`config.mk`:
```
export PLATFORM = sky130hd
export DESIGN_NAME = pgr_stream_fifo_lvl
export DESIGN_NICKNAME = d
export VERILOG_FILES = /design/src/rtl/pgr_fifo_pkg.sv /design/src/rtl/pgr_fifo_ram_dist.sv /design/src/rtl/pgr_stream_fifo_lvl.sv
export SDC_FILE = /design/constraint.sdc
export NUM_CORES = 1
export LEC_CHECK = 0
export ABC_AREA = 1
export BUFFER_PORTS_ARGS = -buffer_cell sky130_fd_sc_hd__buf_2
export CORE_MARGIN = 5
export CORE_UTILIZATION = 50
export CTS_BUF_LIST = sky130_fd_sc_hd__clkbuf_8
export DETAILED_ROUTE_END_ITERATION = 10
export PLACE_DENSITY = 0.69
export RECOVER_POWER = 25
export SYNTH_ARGS = -nofsm -noshare
export SYNTH_HDL_FRONTEND = slang
export SYNTH_HIERARCHICAL = 1
export SYNTH_SLANG_ARGS = --single-unit
```
`constraint.sdc`:
```
create_clock -name clk -period 2.67 [get_ports clk]
set_input_delay 0 -clock clk [delete_from_list [all_inputs] [get_ports clk]]
set_output_delay 0 -clock clk [all_outputs]
set_load 0.03 [all_outputs]
```
`src/rtl/pgr_fifo_pkg.sv`:
```
// Shared helpers for the pgr stream FIFO family.
// Holds the width helper and the configuration sanity check.
package pgr_fifo_pkg;

  function automatic int clog2(input int v);
    int r;
    r = 0;
    while ((1 << r) < v) r++;
    return r;
  endfunction

  function automatic bit fifo_cfg_ok(
    input int depth,
    input int af_th,
    input int ae_th
  );
    bit ok;
    ok = (depth >= 4);
    ok = ok && ((depth & (depth - 1)) == 0);
    ok = ok && (af_th >= 1) && (af_th <= depth);
    ok = ok && (ae_th >= 0) && (ae_th < depth);
    return ok;
  endfunction

endpackage

```
`src/rtl/pgr_fifo_ram_dist.sv`:
```
// Distributed storage for the FIFO body.
// Synchronous write, asynchronous read, no per-entry reset.
module pgr_fifo_ram_dist
  import pgr_fifo_pkg::*;
#(
  parameter int DW = 8,
  parameter int N  = 15,
  localparam int AW = clog2(N)
) (
  input  logic          clk,
  input  logic          we,
  input  logic [AW-1:0] waddr,
  input  logic [DW-1:0] wdata,
  input  logic [AW-1:0] raddr,
  output logic [DW-1:0] rdata
);

  logic [DW-1:0] mem_q [N];

  // Write port; contents are don't-care until written.
  always_ff @(posedge clk) begin
    if (we) mem_q[waddr] <= wdata;
  end

  assign rdata = mem_q[raddr];

endmodule

```
`src/rtl/pgr_stream_fifo_lvl.sv`:
```
// FWFT stream FIFO with registered head, level and flags.
// Capacity is DEPTH-1 RAM entries plus the output register.
module pgr_stream_fifo_lvl
  import pgr_fifo_pkg::*;
#(
  parameter int DW    = 8,
  parameter int DEPTH = 16,
  parameter int AF_TH = DEPTH - 2,
  parameter int AE_TH = 2,
  localparam int LW   = clog2(DEPTH + 1)
) (
  input  logic          clk,
  input  logic          rst,
  input  logic          flush,
  input  logic [DW-1:0] data_in,
  input  logic          data_in_valid,
  output logic          data_in_ready,
  output logic [DW-1:0] data_out,
  output logic          data_out_valid,
  input  logic          data_out_ready,
  output logic [LW-1:0] level,
  output logic          almost_full,
  output logic          almost_empty,
  output logic [LW-1:0] max_level,
  input  logic          wm_clr
);

  localparam int N  = DEPTH - 1;
  localparam int AW = clog2(N);

`ifdef SIM
  if (!fifo_cfg_ok(DEPTH, AF_TH, AE_TH)) begin : g_cfg_err
    $error("pgr_stream_fifo_lvl: bad DEPTH/AF_TH/AE_TH");
  end
`endif

  logic [AW-1:0] wr_ptr_q, wr_ptr_d;
  logic [AW-1:0] rd_ptr_q, rd_ptr_d;
  logic [LW-1:0] cnt_q, cnt_d;
  logic [LW-1:0] lvl_q, lvl_d;
  logic [LW-1:0] max_q, max_d;
  logic [DW-1:0] od_q, od_d;
  logic          ov_q, ov_d;
  logic          rdy_q, rdy_d;
  logic          af_q, af_d;
  logic          ae_q, ae_d;

  logic          push, pop, take, ram_we;
  logic [DW-1:0] ram_rdata;

  function automatic logic [AW-1:0] inc(input logic [AW-1:0] p);
    return (p == AW'(N - 1)) ? '0 : p + AW'(1);
  endfunction

  pgr_fifo_ram_dist #(
    .DW (DW),
    .N  (N)
  ) u_ram (
    .clk   (clk),
    .we    (ram_we),
    .waddr (wr_ptr_q),
    .wdata (data_in),
    .raddr (rd_ptr_q),
    .rdata (ram_rdata)
  );

  // Next-state: head refill, RAM write, level, flags, watermark.
  always_comb begin
    push     = data_in_valid & rdy_q;
    pop      = ov_q & data_out_ready;
    take     = ~ov_q | pop;
    wr_ptr_d = wr_ptr_q;
    rd_ptr_d = rd_ptr_q;
    cnt_d    = cnt_q;
    lvl_d    = lvl_q;
    od_d     = od_q;
    ov_d     = ov_q;
    ram_we   = 1'b0;
    if (take) begin
      if (cnt_q != '0) begin
        od_d     = ram_rdata;
        ov_d     = 1'b1;
        rd_ptr_d = inc(rd_ptr_q);
        cnt_d    = cnt_q - LW'(1);
      end else if (push) begin
        od_d = data_in;
        ov_d = 1'b1;
      end else begin
        ov_d = 1'b0;
      end
    end
    if (push && !(take && cnt_q == '0)) begin
      ram_we   = 1'b1;
      wr_ptr_d = inc(wr_ptr_q);
      cnt_d    = cnt_d + LW'(1);
    end
    if (push && !pop) lvl_d = lvl_q + LW'(1);
    if (pop && !push) lvl_d = lvl_q - LW'(1);
    if (flush) begin
      ram_we   = 1'b0;
      wr_ptr_d = '0;
      rd_ptr_d = '0;
      cnt_d    = '0;
      lvl_d    = '0;
      ov_d     = 1'b0;
    end
    rdy_d = (lvl_d < LW'(DEPTH));
    af_d  = (lvl_d >= LW'(AF_TH));
    ae_d  = (lvl_d <= LW'(AE_TH));
    max_d = max_q;
    if (wm_clr) begin
      max_d = (lvl_d > lvl_q) ? lvl_d : lvl_q;
    end else if (lvl_d > max_q) begin
      max_d = lvl_d;
    end
  end

  // State registers with synchronous reset.
  always_ff @(posedge clk) begin
    if (rst) begin
      wr_ptr_q <= '0;
      rd_ptr_q <= '0;
      cnt_q    <= '0;
      lvl_q    <= '0;
      max_q    <= '0;
      od_q     <= '0;
      ov_q     <= 1'b0;
      rdy_q    <= 1'b0;
      af_q     <= 1'b0;
      ae_q     <= 1'b1;
    end else begin
      wr_ptr_q <= wr_ptr_d;
      rd_ptr_q <= rd_ptr_d;
      cnt_q    <= cnt_d;
      lvl_q    <= lvl_d;
      max_q    <= max_d;
      od_q     <= od_d;
      ov_q     <= ov_d;
      rdy_q    <= rdy_d;
      af_q     <= af_d;
      ae_q     <= ae_d;
    end
  end

  assign data_in_ready  = rdy_q;
  assign data_out       = od_q;
  assign data_out_valid = ov_q;
  assign level          = lvl_q;
  assign almost_full    = af_q;
  assign almost_empty   = ae_q;
  assign max_level      = max_q;

endmodule

```
# --- Word-level counts from Yosys, hierarchy flattened ---
# Memories as Yosys holds them, arrays and structs flattened. A register that Yosys moved wholly into a read port is not among the register bits.
# Index checks and enable logic that the tools add are counted.
word_totals:
  reg_bits: 35
  ram_bits: 120
  input_bits: 14
  out_inout_bits: 22
  word_cells: 63
  memories: 1
classes:
  add_sub_neg: 6
  n_lt_le_gt_ge: 5
  eq_ne: 2
  mux: 21
  bitwise: 4
  n_reduce_logical: 14
mem_list:
  columns: ["memory", "words", "width", "rd", "rd_clocked_by_memory_dff", "wr", "line_no", "source"]
  rows:
  - ["u_ram.mem_q", 15, 8, 1, 1, 1, "pgr_fifo_ram_dist.sv:18", "logic [DW-1:0] mem_q [N];"]
ops:
  columns: ["op", "n"]
  rows:
  - ["5-bit 2-to-1 mux", 9]
  - ["4-bit 2-to-1 mux", 4]
  - ["8-bit 2-to-1 mux", 2]
  - ["5-bit by 1-bit adder with 5-bit output, second input constant", 2]
  - ["5-bit greater-than comparator", 2]
  - ["5-bit by 1-bit subtractor with 5-bit output, second input constant", 2]
  - ["4-bit by 1-bit adder with 4-bit output, second input constant", 2]
  - ["4-bit equality test, second input constant", 2]
  - ["1-bit 2-to-1 mux", 6]
  - ["5-bit by 4-bit >= comparator with 1-bit output, second input constant", 1]
  - ["5-bit by 2-bit <= comparator with 1-bit output, second input constant", 1]
  - ["5-bit zero test", 1]
  - ["5-bit less-than comparator, second input constant", 1]
  - ["5-bit nonzero test", 1]
  - ["1-bit logical AND", 4]
  - ["2-bit AND reduction", 2]
  - ["2-bit nonzero test", 2]
  - ["1-bit zero test", 3]
  - ["1-bit AND", 2]
  - ["2-bit OR reduction", 1]
  - ["1-bit inverter", 1]
  - ["1-bit bitwise OR", 1]

# --- Depth between registers and ports, before layout ---
depth:
  word_depth: 9
  ltp_mapped: 19
  ltp_nobuf: 19

# --- Cells and area by module ---
# Netlist, hierarchy kept.
modules_own_cells:
  columns: ["module", "instances", "cells_each", "area_each_um2", "seq_area_each_um2"]
  rows:
  - ["pgr_fifo_ram_dist", 1, 503, 5196.2, 3603.5]
  - ["pgr_stream_fifo_lvl", 1, 320, 2178.3, 700.7]

# --- Least setup slack after synthesis ---
# OpenSTA, ideal clock, no wires.
synth_path:
  path_kind: "flip-flop to flip-flop"
  from: "register lvl_q[0], in the netlist level[0]"
  to: "register max_q[2], in the netlist max_level[2]"
  setup_ns: 0.109
  arrival_time_ns: 2.381
  t_required_ns: 2.561
  setup_slack_ns: 0.180
  stages_incl_launch_ff: 19
  path_buffers: 0
  synth_period_minus_slack_ns: 2.490
  cell_sequence: "dfxtp_1 -> ha_1 -> nand2_1 -> nor2_1 -> nand2_1 -> nand2_1 -> nand2_1 -> nand3_1 -> inv_1 -> ha_1 -> nand2_1 -> nor2_1 -> nand2_1 -> nand2_1 -> nand2_1 -> o21ai_0 -> inv_1 -> nand2_1 -> inv_1"
synth_via:
  elab_chain_len: 7
  word_cells_on_any_way: 11
  cone_classes: "add/sub: 2; order compare: 2; mux: 6; reduce/logical: 1"
synth_rtl:
  columns: ["element", "line_no", "source"]
  rows:
  - ["start: declaration", "pgr_stream_fifo_lvl.sv:40", "logic [LW-1:0] lvl_q, lvl_d;"]
  - ["start signal: assignment", "pgr_stream_fifo_lvl.sv:135", "lvl_q <= lvl_d;"]
  - ["5-bit by 1-bit adder with 5-bit output", "pgr_stream_fifo_lvl.sv:97", "if (push && !pop) lvl_d = lvl_q + LW'(1);"]
  - ["5-bit 2-to-1 mux", "pgr_stream_fifo_lvl.sv:97", null]
  - ["5-bit 2-to-1 mux *", "pgr_stream_fifo_lvl.sv:98", "if (pop && !push) lvl_d = lvl_q - LW'(1);"]
  - ["5-bit 2-to-1 mux *", "pgr_stream_fifo_lvl.sv:99", "if (flush) begin"]
  - ["net lvl_d[4]", "pgr_stream_fifo_lvl.sv:40", null]
  - ["5-bit greater-than comparator", "pgr_stream_fifo_lvl.sv:112", "max_d = (lvl_d > lvl_q) ? lvl_d : lvl_q;"]
  - ["5-bit 2-to-1 mux", "pgr_stream_fifo_lvl.sv:112", null]
  - ["5-bit 2-to-1 mux", "pgr_stream_fifo_lvl.sv:111", "if (wm_clr) begin"]
  - ["end signal: assignment", "pgr_stream_fifo_lvl.sv:136", "max_q <= max_d;"]
  - ["end: declaration", "pgr_stream_fifo_lvl.sv:41", "logic [LW-1:0] max_q, max_d;"]
# Mark *: on every way through the listed nets, which the timed path passes. The rest lies on a longest branch. The select of a mux whose other input is x is not followed.
# A chain may end at the register's enable or synchronous reset.

# --- Worst setup path after layout ---
layout_path:
  from: "register ov_q, in the netlist data_out_valid"
  to: "register max_q[4], in the netlist max_level[4]"
layout_via:
  elab_chain_len: 9
  word_cells_on_any_way: 13
  cone_classes: "order compare: 2; mux: 6; bitwise: 1; reduce/logical: 4"
layout_rtl:
  columns: ["element", "line_no", "source"]
  rows:
  - ["start: declaration", "pgr_stream_fifo_lvl.sv:43", "logic ov_q, ov_d;"]
  - ["start signal: assignment", "pgr_stream_fifo_lvl.sv:138", "ov_q <= ov_d;"]
  - ["1-bit AND *", "pgr_stream_fifo_lvl.sv:70", "pop = ov_q & data_out_ready;"]
  - ["1-bit zero test", "pgr_stream_fifo_lvl.sv:97", null]
  - ["1-bit logical AND", "pgr_stream_fifo_lvl.sv:97", null]
  - ["5-bit 2-to-1 mux", "pgr_stream_fifo_lvl.sv:97", null]
  - ["5-bit 2-to-1 mux *", "pgr_stream_fifo_lvl.sv:98", null]
  - ["5-bit 2-to-1 mux *", "pgr_stream_fifo_lvl.sv:99", null]
  - ["net lvl_d[3]", "pgr_stream_fifo_lvl.sv:40", null]
  - ["5-bit greater-than comparator", "pgr_stream_fifo_lvl.sv:112", null]
  - ["5-bit 2-to-1 mux", "pgr_stream_fifo_lvl.sv:112", null]
  - ["5-bit 2-to-1 mux", "pgr_stream_fifo_lvl.sv:111", null]
# Marked as above.

==> flow_summary.toml <==
[min_path]
hp-class = "primary input to register"
hp-start = "data_out_ready"

[power]
p_int_uw = 4540
seqPwrFrac = 0.387
clockPowerShare = 0.267
p_sw_frac = 0.379
p_per_area_mw_per_mm2 = 876
p_switching_uw = 2780
leakage_uw = 0.00369
combPwrFrac = 0.346
power.total_uw = 7320
ir_worst_vdd_uv = 520

[placed_design]
hpwl_um = 10800
gp_congestion = 0.878
portBuffers = 35
preCtsSetupSlack_ps = 198
place_inst = 1036

[grt]
grt_pass1_wl_um = 26600
antenna_found_initial = 0
grt-ovfl-total = 0
grtUsageTotal = 0.195
grt_max_degree = 62
grt_pass1_vias = 5035

[timing]
finalMaxSlewViolations = 0
layout_setup_ws_ps = 251
tightest_slew_ps = 896
finalCriticalPeriod_ps = 2420
timing_hold_violations_final = 0
setup_viol = 0
fin_worst_skew_ps = 8.93
max_slew_margin = 0.403
hold-worst-slack_ps = 72.0
fin_crit_sh = 0.906
fmax_mhz = 413

[yosys]
synthCells = 823
synth_area_mm2 = 0.00737
synth_nets = 851
ys_seq_area_frac = 0.584
synth_cell_types = 32
ys_seq_elements = 155
avgSynthCellArea_um2 = 8.96
synth_warnings = 6

[critical_path]
r2r-end = "max_level[4]$_SDFFE_PP0P_"
worstSetupPathType = "register to register"
ff2ff_setup_slack_ps = 250
path_cells = "nand2_2, inv_1, nor2_1, nand2_1, nand2_1, nand2_1, nand3_1, inv_1, ha_1, nand2_1, nor2_1, nand2_1, nand3_1, nand2_1, nand3_1, nand2_1, nor2_1, nor2_1"
critPathRequiredTime_ps = 3010
endpoint_kind = "register"
crit_slowest_cell = "dfxtp_1"
critPathMaxStageDelay_ps = 370
cp_max_fo = 4
crit_start = "data_out_valid$_SDFFE_PP0N_"
reg2reg_depth = 18
start_kind = "register"
worst_r2r_startpoint = "data_out_valid$_SDFFE_PP0N_"
cp.arrival_ps = 2760
crit_path_end = "max_level[4]$_SDFFE_PP0P_"
crit_top_cell = "nand2_1"

[final_layout]
finalNetCount = 911
drive_above_1_share = 0.127
n_antenna_cell = 0
fin_util = 0.577
final_cells = 1080
syn_to_final_growth_pct = 13.4

[route]
vias = 5508
dr.first_iter.drc_count = 542
ant_nets = 0
vias_per_cell = 5.10
drc = 0
drt_wl_total_um = 16800
firstDrtPassIters = 5
wl_per_cell_um = 15.6

[outcome]
status = "complete, no violations"

[clocking]
clockBufferDepth = 2
cts_tree = "built"
cts_buffers = 17
cts_root_buffer = "clkbuf_8"
cts.sinks = 155
post_cts_buffers = 0
htreeDepth = 4
clk_pin_slew_ps = 90
clk_latency_ps = 450

[floorplan]
die_w_um = 131
num_rows = 44
core_mm2 = 0.0145
dieArea_mm2 = 0.0173
start_util = 0.509
io-pin-count = 36
die_h_um = 131

[job]
cap_violations = 0
-- how the worst min path moves through the flow --
| stage | to | cells after the start |
|---|---|---|
| 3_5_place_dp | level[2]$_SDFF_PP0_ | 2 |
| 4_1_cts | rd_ptr_q[0]$_SDFFE_PP0P_ | 6 |
| 6_report | rd_ptr_q[0]$_SDFFE_PP0P_ | 6 |
| 3_3_place_gp | level[3]$_SDFF_PP0_ | 2 |
| 2_1_floorplan | u_ram/mem_q[0][0]$_DFFE_PP_ | 0 |
| 5_1_grt | rd_ptr_q[0]$_SDFFE_PP0P_ | 6 |
-- cell usage in the layout, fill, tap and decap left out, types with 8 or more instances in the layout --
cell           synthesis  layout
a21oi_1               13      12
a31oi_1                9       9
buf_2                 13      29
buf_4                  6      21
clkbuf_8               0      17
dfxtp_1               35      33
dlygate4sd3_1          0      12
edfxtp_1             120     120
ha_1                  14      14
inv_1                134     134
nand2_1              247     245
nand2_2                6       8
nand3_1              121     121
nor2_1                42      42
o21ai_0               19      19
-- timing repair --
| action | in CTS | in global routing |
|---|---|---|
| hold endpoints to repair | 139 | 0 |
| resized for setup | 0 | 4 |
| setup endpoints to repair | 0 | 5 |
| hold buffers | 12 | 0 |
-- critical path: cells and delay by family (launching register included) --
kind          cells  cell delay (ps)
fa+ha+maj         1              290
buf+inv           2              200
flops             1              370
simple gates     15             1460
-- layout make-up --
type	count	area (µm²)
Clock buffer	17	234
Clock inverter	15	211
Fill cell	1250	6120
Inverter	139	524
Multi-Input combinational cell	501	2390
Sequential cell	155	4310
Tap cell	184	230
Timing Repair Buffer	69	465
-- per-stage QoR --
step | area [µm²] | TNS (ps)
global route | 8360 | -4.35
finish | 8360 | 0
floorplan | 7370 | 0
CTS | 8360 | 0
detailed placement | 7790 | 0
global placement | 7790 | 0
-- metal layers --
metal	up-vias	GRT usage	wire, µm
li1	2779	-	-
met1	2548	0.264	7540
met2	155	0.310	8050
met3	26	0.0390	862
met4	0	0.0777	379
met5	-	0	0
-- Yosys cell counts --
| cell | number | area (µm²) |
|---|---|---|
| a211oi_1 | 1 | 7.51 |
| a21oi_1 | 13 | 65.1 |
| a31oi_1 | 9 | 56.3 |
| buf_2 | 13 | 65.1 |
| buf_4 | 6 | 45.0 |
| buf_6 | 3 | 33.8 |
| clkbuf_1 | 6 | 22.5 |
| dfxtp_1 | 35 | 701 |
| edfxtp_1 | 120 | 3600 |
| ha_1 | 14 | 175 |
| inv_1 | 134 | 503 |
| inv_2 | 4 | 15.0 |
| inv_4 | 1 | 6.26 |
| nand2_1 | 247 | 927 |
| nand2_2 | 6 | 37.5 |
| nand2_4 | 4 | 45.0 |
| nand3_1 | 121 | 606 |
| nand3_4 | 1 | 17.5 |
| nand4_1 | 1 | 6.26 |
| nor2_1 | 42 | 158 |
| nor2_2 | 3 | 18.8 |
| nor2_4 | 4 | 45.0 |
| nor2_8 | 1 | 20.0 |
| nor3_1 | 5 | 25.0 |
| nor4_1 | 1 | 6.26 |
| nor4_2 | 1 | 12.5 |
| o21a_1 | 2 | 15.0 |
| o21ai_0 | 19 | 95.1 |
| o21ai_1 | 3 | 15.0 |
| o21ba_2 | 1 | 10.0 |
| o31ai_1 | 1 | 7.51 |
| xnor2_1 | 1 | 8.76 |
-- power groups by stage --
stage                     sequential, µW  combinational (µW)  clock, µW
after global routing                2850                2850       2100
final                               2830                2540       1950
after floorplan                     3040                1870          0
after detailed placement            2890                2510          0
after CTS                           2830                2540       1990
after global placement              2880                2480          0
-- sequential cells by signal, summed over array words and instances, names as in the netlist --
name / cells
u_ram/mem_q: 120
data_out: 8
data_out_valid: 1
wr_ptr_q: 4
level: 5
cnt_q: 5
data_in_ready: 1
almost_empty: 1
max_level: 5
rd_ptr_q: 4
almost_full: 1
-- cells by family (layout without fill, tap and decap cells) --
family	Yosys count	after routing	synth area share
AND/OR/NAND/NOR	437	437	0.261
buffers and inverters	167	240	0.0937
AO/OA/AOI/OAI	49	49	0.0368
adder cells (fa/ha/maj)	14	14	0.0238
XOR/XNOR	1	1	0.00119
flip-flops	155	155	0.584
(Power assumes the default switching activity.)
